`config.mk`:
```
export PLATFORM = sky130hd
export DESIGN_NAME = multicycle_control_unit
export DESIGN_NICKNAME = d
export VERILOG_FILES = /design/src/rtl/multicycle_control_unit.sv
export SDC_FILE = /design/constraint.sdc
export NUM_CORES = 1
export LEC_CHECK = 0
export ABC_AREA = 1
export CORE_UTILIZATION = 56
export CTS_CLUSTER_SIZE = 14
export DETAILED_ROUTE_END_ITERATION = 16
export DONT_BUFFER_PORTS = 1
export GPL_TIMING_DRIVEN = 0
export PLACE_DENSITY = 0.71
export SYNTH_ARGS = -nofsm -noshare
export SYNTH_HDL_FRONTEND = slang
export SYNTH_SLANG_ARGS = --single-unit
```
`constraint.sdc`:
```
create_clock -name clk -period 1.3 [get_ports clk]
set_clock_uncertainty 0.05 [all_clocks]
set_input_delay 0.13 -clock clk [delete_from_list [all_inputs] [get_ports clk]]
set_output_delay 0.13 -clock clk [all_outputs]
set_load 0.03 [all_outputs]
```
`src/rtl/multicycle_control_unit.sv`:
```
`default_nettype none
// ============================================================================
// Module   : multicycle_control_unit
// Brief    : Moore-FSM controller for a shared-memory multicycle MIPS datapath,
//            with memory wait states, optional timeout and sticky fault.
// Revision : 1.0 - initial release
// ============================================================================
module multicycle_control_unit #(
    parameter int ULA_CTRL_W   = 3,
    parameter int MEM_TIMEOUT  = 0,
    parameter bit ENABLE_FAULT = 1'b1
) (
    input  logic                  clk,
    input  logic                  rst_n,
    input  logic [5:0]            OP,
    input  logic [5:0]            Funct,
    input  logic                  MemReady,
    output logic                  PCWrite,
    output logic                  Branch,
    output logic                  BranchNE,
    output logic                  IorD,
    output logic                  MemRead,
    output logic                  MemWrite,
    output logic                  IRWrite,
    output logic                  MemtoReg,
    output logic                  RegDst,
    output logic                  RegWrite,
    output logic                  ULASrcA,
    output logic [1:0]            ULASrcB,
    output logic                  ZeroExt,
    output logic [1:0]            PCSrc,
    output logic [ULA_CTRL_W-1:0] ULAControl,
    output logic                  Fault,
    output logic                  FaultCause,
    output logic [3:0]            State
);

    typedef enum logic [3:0] {
        S_RESET    = 4'd0,  S_FETCH   = 4'd1,  S_DECODE = 4'd2,  S_MEMADR = 4'd3,
        S_MEMREAD  = 4'd4,  S_MEMWB   = 4'd5,  S_MEMWRITE = 4'd6, S_EXECUTE = 4'd7,
        S_ALUWB    = 4'd8,  S_IEXEC   = 4'd9,  S_IWB    = 4'd10, S_BRANCH = 4'd11,
        S_JUMP     = 4'd12, S_FAULT   = 4'd13
    } state_t;

    typedef enum logic [2:0] {
        CLS_RTYPE, CLS_LW, CLS_SW, CLS_IALU, CLS_BEQ, CLS_BNE, CLS_JUMP, CLS_ILLEGAL
    } class_t;

    localparam int CNT_W = (MEM_TIMEOUT > 0) ? $clog2(MEM_TIMEOUT + 1) : 1;
    localparam logic [CNT_W-1:0] CNT_LIMIT = CNT_W'(MEM_TIMEOUT);
    localparam logic [CNT_W-1:0] CNT_MAX   = '1;
    localparam bit TIMEOUT_EN = (MEM_TIMEOUT > 0) && ENABLE_FAULT;

    localparam logic [ULA_CTRL_W-1:0] ULA_ADD = ULA_CTRL_W'(3'b010);
    localparam logic [ULA_CTRL_W-1:0] ULA_SUB = ULA_CTRL_W'(3'b110);
    localparam logic [ULA_CTRL_W-1:0] ULA_AND = ULA_CTRL_W'(3'b000);
    localparam logic [ULA_CTRL_W-1:0] ULA_OR  = ULA_CTRL_W'(3'b001);
    localparam logic [ULA_CTRL_W-1:0] ULA_SLT = ULA_CTRL_W'(3'b111);
    localparam logic [ULA_CTRL_W-1:0] ULA_NOR = ULA_CTRL_W'(3'b011);
    localparam logic [ULA_CTRL_W-1:0] ULA_XOR = ULA_CTRL_W'(3'b100);

    state_t                  state, state_next;
    class_t                  cls, dec_cls;
    logic [ULA_CTRL_W-1:0]   alu_sel, dec_alu;
    logic                    zext, dec_zext;
    logic [CNT_W-1:0]        wait_cnt;
    logic                    fault_cause;
    logic                    mem_wait, timed_out;

    // Instruction classification; only consumed while in DECODE.
    always_comb begin
        dec_cls  = CLS_ILLEGAL;
        dec_alu  = ULA_ADD;
        dec_zext = 1'b0;
        case (OP)
            6'b000000: begin
                dec_cls = CLS_RTYPE;
                case (Funct)
                    6'b100000: dec_alu = ULA_ADD;
                    6'b100010: dec_alu = ULA_SUB;
                    6'b100100: dec_alu = ULA_AND;
                    6'b100101: dec_alu = ULA_OR;
                    6'b101010: dec_alu = ULA_SLT;
                    6'b100111: dec_alu = ULA_NOR;
                    6'b100110: dec_alu = ULA_XOR;
                    default:   dec_cls = CLS_ILLEGAL;
                endcase
            end
            6'b100011: dec_cls = CLS_LW;
            6'b101011: dec_cls = CLS_SW;
            6'b001000: begin dec_cls = CLS_IALU; dec_alu = ULA_ADD; end
            6'b001100: begin dec_cls = CLS_IALU; dec_alu = ULA_AND; dec_zext = 1'b1; end
            6'b001101: begin dec_cls = CLS_IALU; dec_alu = ULA_OR;  dec_zext = 1'b1; end
            6'b001010: begin dec_cls = CLS_IALU; dec_alu = ULA_SLT; end
            6'b001110: begin dec_cls = CLS_IALU; dec_alu = ULA_XOR; dec_zext = 1'b1; end
            6'b000100: dec_cls = CLS_BEQ;
            6'b000101: dec_cls = CLS_BNE;
            6'b000010: dec_cls = CLS_JUMP;
            default:   dec_cls = CLS_ILLEGAL;
        endcase
    end

    assign mem_wait  = ((state == S_FETCH) || (state == S_MEMREAD) || (state == S_MEMWRITE))
                       && !MemReady;
    assign timed_out = TIMEOUT_EN && mem_wait && (wait_cnt == CNT_LIMIT);

    always_ff @(posedge clk or negedge rst_n) begin
        if (!rst_n) begin
            state       <= S_RESET;
            cls         <= CLS_ILLEGAL;
            alu_sel     <= ULA_ADD;
            zext        <= 1'b0;
            wait_cnt    <= '0;
            fault_cause <= 1'b0;
        end else begin
            state <= state_next;
            if (state == S_DECODE) begin
                cls     <= dec_cls;
                alu_sel <= dec_alu;
                zext    <= dec_zext;
            end
            if (state_next != state) begin
                wait_cnt <= '0;
            end else if (mem_wait && (wait_cnt != CNT_MAX)) begin
                wait_cnt <= wait_cnt + CNT_W'(1);
            end
            // Only a timeout can fault from a memory state; DECODE faults are illegal opcodes.
            if ((state_next == S_FAULT) && (state != S_FAULT)) begin
                fault_cause <= timed_out;
            end
        end
    end

    always_comb begin
        state_next = state;
        PCWrite    = 1'b0;
        Branch     = 1'b0;
        BranchNE   = 1'b0;
        IorD       = 1'b0;
        MemRead    = 1'b0;
        MemWrite   = 1'b0;
        IRWrite    = 1'b0;
        MemtoReg   = 1'b0;
        RegDst     = 1'b0;
        RegWrite   = 1'b0;
        ULASrcA    = 1'b0;
        ULASrcB    = 2'b00;
        ZeroExt    = 1'b0;
        PCSrc      = 2'b00;
        ULAControl = '0;
        case (state)
            S_RESET: state_next = S_FETCH;
            S_FETCH: begin
                MemRead    = 1'b1;
                ULASrcB    = 2'b01;
                ULAControl = ULA_ADD;
                IRWrite    = MemReady;
                PCWrite    = MemReady;
                if (MemReady)       state_next = S_DECODE;
                else if (timed_out) state_next = S_FAULT;
            end
            S_DECODE: begin
                ULASrcB    = 2'b11;
                ULAControl = ULA_ADD;
                case (dec_cls)
                    CLS_RTYPE:       state_next = S_EXECUTE;
                    CLS_LW, CLS_SW:  state_next = S_MEMADR;
                    CLS_IALU:        state_next = S_IEXEC;
                    CLS_BEQ, CLS_BNE: state_next = S_BRANCH;
                    CLS_JUMP:        state_next = S_JUMP;
                    default: begin
                        if (ENABLE_FAULT) state_next = S_FAULT;
                        else              state_next = S_FETCH;
                    end
                endcase
            end
            S_MEMADR: begin
                ULASrcA    = 1'b1;
                ULASrcB    = 2'b10;
                ULAControl = ULA_ADD;
                if (cls == CLS_LW) state_next = S_MEMREAD;
                else               state_next = S_MEMWRITE;
            end
            S_MEMREAD: begin
                IorD    = 1'b1;
                MemRead = 1'b1;
                if (MemReady)       state_next = S_MEMWB;
                else if (timed_out) state_next = S_FAULT;
            end
            S_MEMWB: begin
                RegWrite   = 1'b1;
                MemtoReg   = 1'b1;
                state_next = S_FETCH;
            end
            S_MEMWRITE: begin
                IorD     = 1'b1;
                MemWrite = 1'b1;
                if (MemReady)       state_next = S_FETCH;
                else if (timed_out) state_next = S_FAULT;
            end
            S_EXECUTE: begin
                ULASrcA    = 1'b1;
                ULAControl = alu_sel;
                state_next = S_ALUWB;
            end
            S_ALUWB: begin
                RegDst     = 1'b1;
                RegWrite   = 1'b1;
                state_next = S_FETCH;
            end
            S_IEXEC: begin
                ULASrcA    = 1'b1;
                ULASrcB    = 2'b10;
                ULAControl = alu_sel;
                ZeroExt    = zext;
                state_next = S_IWB;
            end
            S_IWB: begin
                RegWrite   = 1'b1;
                state_next = S_FETCH;
            end
            S_BRANCH: begin
                ULASrcA    = 1'b1;
                ULAControl = ULA_SUB;
                PCSrc      = 2'b01;
                Branch     = (cls == CLS_BEQ);
                BranchNE   = (cls == CLS_BNE);
                state_next = S_FETCH;
            end
            S_JUMP: begin
                PCSrc      = 2'b10;
                PCWrite    = 1'b1;
                state_next = S_FETCH;
            end
            S_FAULT: state_next = S_FAULT;
            default: state_next = S_RESET;
        endcase
    end

    assign Fault      = (state == S_FAULT);
    assign FaultCause = fault_cause;
    assign State      = state;

endmodule
`default_nettype wire

```
==> summary.md <==
| Metric | Value |
|---|---|
| CP Launch Point | `State[2]$_DFFE_PN0P_` |
| Root Driver | `clkbuf_4` |
| Final setup viols | `28` |
| DR pass1 iterations | `7` |
| Post-Syn Nets | `197` |
| RSZ-0062 raised after global routing | `true` |
| Antenna cells | `0` |
| H-tree depth | `1` |
| Fmax | `497 MHz` |
| Final Hold Vio Count | `0` |
| P&R area growth vs syn | `42.9%` |
| Core area | `1800 µm²` |
| Row count | `15` |
| Clock transition at path regs | `0.08 ns` |
| Layout cell share with drive strength beyond 1 | `0.473` |
| Worst-skew pair later-pin latency | `0.28 ns` |
| Layout Cells excl Fill | `226` |
| Actual slew at the worst max-slew pin | `0.523 ns` |
| Routed vias | `1409` |
| # IOs | `40` |
| Hold Path Class | `primary input to register` |
| Die Wd | `46.8 µm` |
| Initial core utilization | `0.624` |
| TritonCTS clock tree | `done` |
| Peak supply drop | `2.05 mV` |
| Number of instances in the placed design | `207` |
| Synth Instances | `182` |
| CP Launch Type | `register` |
| TritonCTS Buffers | `3` |
| Residual DRC | `0` |
| Final setup margin | `-0.712 ns` |
| Cell Pwr Density | `2320 nW/µm²` |
| Largest net degree at the start of global routing | `12` |
| Reg2reg start | `State[2]$_DFFE_PN0P_` |
| Seq/Total Area, Yosys | `0.249` |
| Cell Chain, Critical Path | `nor2_2, inv_2, nor2_1, inv_2, o22ai_4` |
| Crit share post-route | `1.55` |
| Clock sinks | `11` |
| Reg2Reg Setup Slack | `-0.59 ns` |
| Distinct cells, synth | `30` |
| Run status | `finished, violations left` |
| Worst Path Max Fanout | `7` |
| Minimum clock period | `2.01 ns` |
| Syn Std Cell Area | `1120 µm²` |
| Detailed-placement wirelength estimate | `2080 µm` |
| Fill cell count | `88` |
| Die span in y | `46.8 µm` |
| Vias/cell | `6.23` |
| Port Buffers | `0` |
| Routed wire per std cell | `19.2 µm` |
| Gp weighted congestion | `0.839` |
| Avg Inst Size Synth | `6.18 µm²` |
| Critical Path RT | `1.12 ns` |
| Slowest stage delay, CP | `0.54 ns` |
| Number of antenna violations at the first check in global routing | `0` |
| Leakage | `0.726 nW` |
| CP endpoint | `PCWrite` |
| Gr ovfl total | `0` |
| Max-slew violations | `0` |
| CTS Buffer Depth | `2` |
| Antenna Violating Nets Remaining | `0` |
| Crit end category | `output pin` |
| Die footprint | `2190 µm²` |
| Top cell by count, worst path | `inv_2` |
| Worst slew margin | `0.650` |
| Reg-to-reg endpoint | `State[0]$_DFFE_PN0P_` |
| First-pass GRT wire length | `5670 µm` |
| Number of global-route vias before repair | `1195` |
| Setup TNS | `-12.44 ns` |
| DR iter-0 viols | `108` |
| GR Util All Layers | `0.375` |
| Reg2Reg Depth | `8` |
| #FFs+latches synth | `11` |
| Worst path slowest cell | `dfrtp_2` |
| Failing checks | `negative setup slack` |
| CP Class | `register to output pin` |
| WL final | `4350 µm` |
| Worst EP arrival | `1.83 ns` |
| Yosys warns | `0` |
| Fin nets | `217` |
| Max-cap viol count | `0` |
## critical path: cells and delay by family, from the launching register on
| family | cells | cell delay [ns] |
|---|---|---|
| compound gates | 1 | 0.27 |
| buf+inv | 2 | 0.28 |
| flops | 1 | 0.54 |
| simple gates | 2 | 0.45 |
## logic make-up after synthesis
family          Yosys count  share of synthesized area
compound gates           28                      0.135
flops                    11                      0.249
buf+inv                  40                      0.138
other cells               1                    0.00333
simple gates            102                      0.475
## layout by cell type, fill, tap and decap left out, types with 2 or more instances in the layout
cell type | Yosys | routed
inv_2 | 7 | 10
o21ai_4 | 0 | 4
nand3_2 | 6 | 6
buf_6 | 0 | 5
nand2_4 | 1 | 2
nand4_1 | 2 | 2
o21ai_1 | 4 | 7
nor2_1 | 34 | 18
a21oi_1 | 5 | 4
o22ai_4 | 0 | 2
nand2_1 | 32 | 30
dfrtp_2 | 0 | 2
dlygate4sd3_1 | 0 | 2
inv_4 | 0 | 6
dfrtp_1 | 7 | 3
dfstp_2 | 4 | 4
dfrtp_4 | 0 | 2
nand3_4 | 2 | 2
o21ai_0 | 14 | 4
inv_1 | 31 | 21
clkbuf_4 | 0 | 3
nand3_1 | 10 | 10
nor2_4 | 1 | 16
o21ai_2 | 0 | 3
nand2_2 | 3 | 4
nor2_2 | 5 | 6
buf_4 | 1 | 10
## Yosys cell counts, drive strengths merged
cell type   n  area share
nor2       41        0.17
dfstp       4       0.093
nand3      18        0.13
a21oi       5       0.022
inv        38        0.13
nor4        1      0.0056
nor3        2       0.013
and3        1      0.0067
o211ai      1      0.0067
o31ai       1      0.0067
nand4       2       0.011
o221ai      1      0.0078
dfrtp       7        0.16
o22ai       2       0.011
conb        1      0.0033
nand2      36        0.13
nand3b      1      0.0067
o21ai      18       0.080
buf         2       0.011
## per-stage QoR
step                hold slack [ns]  cell area (µm²)  worst slack (ns)   util  power (mW)
floorplan                    -0.216             1270            -0.410      -        2.28
global placement             -0.215             1300            -0.528  0.723        2.45
detailed placement           -0.215             1300            -0.532  0.723        2.48
CTS                          0.0127             1540            -0.620  0.853        3.26
global route                 0.0441             1610            -0.804  0.892        3.89
finish                       0.0288             1610            -0.712  0.892        3.72
## metal layers
metal	up-vias	wire [µm]	track usage
met5	-	0	0
met2	134	1960	0.583
met4	0	307	0.234
li1	616	-	-
met3	39	557	0.146
met1	620	1520	0.433
## report_power, final
group          switching, mW  internal [mW]  leakage, nW
logic                   1.72          0.798        0.583
clock network          0.130          0.119       0.0150
registers              0.381          0.575        0.128
total                   2.23           1.49        0.726
## how the worst min path moves through the flow
| stage | start | end | slack (ns) | cells after the start |
|---|---|---|---|---|
| 2_1_floorplan | rst_n | State[0]$_DFFE_PN0P_ | -0.22 | 0 |
| 3_3_place_gp | rst_n | alu_sel[2]$_DFFE_PN0P_ | -0.22 | 0 |
| 4_1_cts | OP[5] | zext$_DFFE_PN0P_ | 0.01 | 3 |
| 6_report | MemReady | State[2]$_DFFE_PN0P_ | 0.03 | 3 |
| 3_5_place_dp | rst_n | alu_sel[0]$_DFFE_PN0P_ | -0.22 | 0 |
| 5_1_grt | MemReady | State[2]$_DFFE_PN0P_ | 0.04 | 3 |
## what timing repair did
item,CTS,global route
endpoints found under the hold margin,12,0
setup buffers,10,7
hold buffers,2,0
pin swaps,9,10
endpoints found under the setup margin,28,28
gates resized for setup,37,12
## final cells by class
| type | count | area [µm²] | share of cell area |
|---|---|---|---|
| clock buffer | 4 | 26.3 | 0.0163 |
| sequential | 11 | 290 | 0.181 |
| tap | 25 | 31.3 | 0.0195 |
| multi-input combinational | 131 | 946 | 0.588 |
| inverter | 38 | 163 | 0.101 |
| buffer | 2 | 18.8 | 0.0117 |
| timing repair buffer | 15 | 133 | 0.0825 |
## flip-flops by register name, indices dropped and copies added (netlist names)
signal,count
alu_sel,3
cls,3
zext,1
State,4
Note: power is estimated with default switching activity, not from simulation.
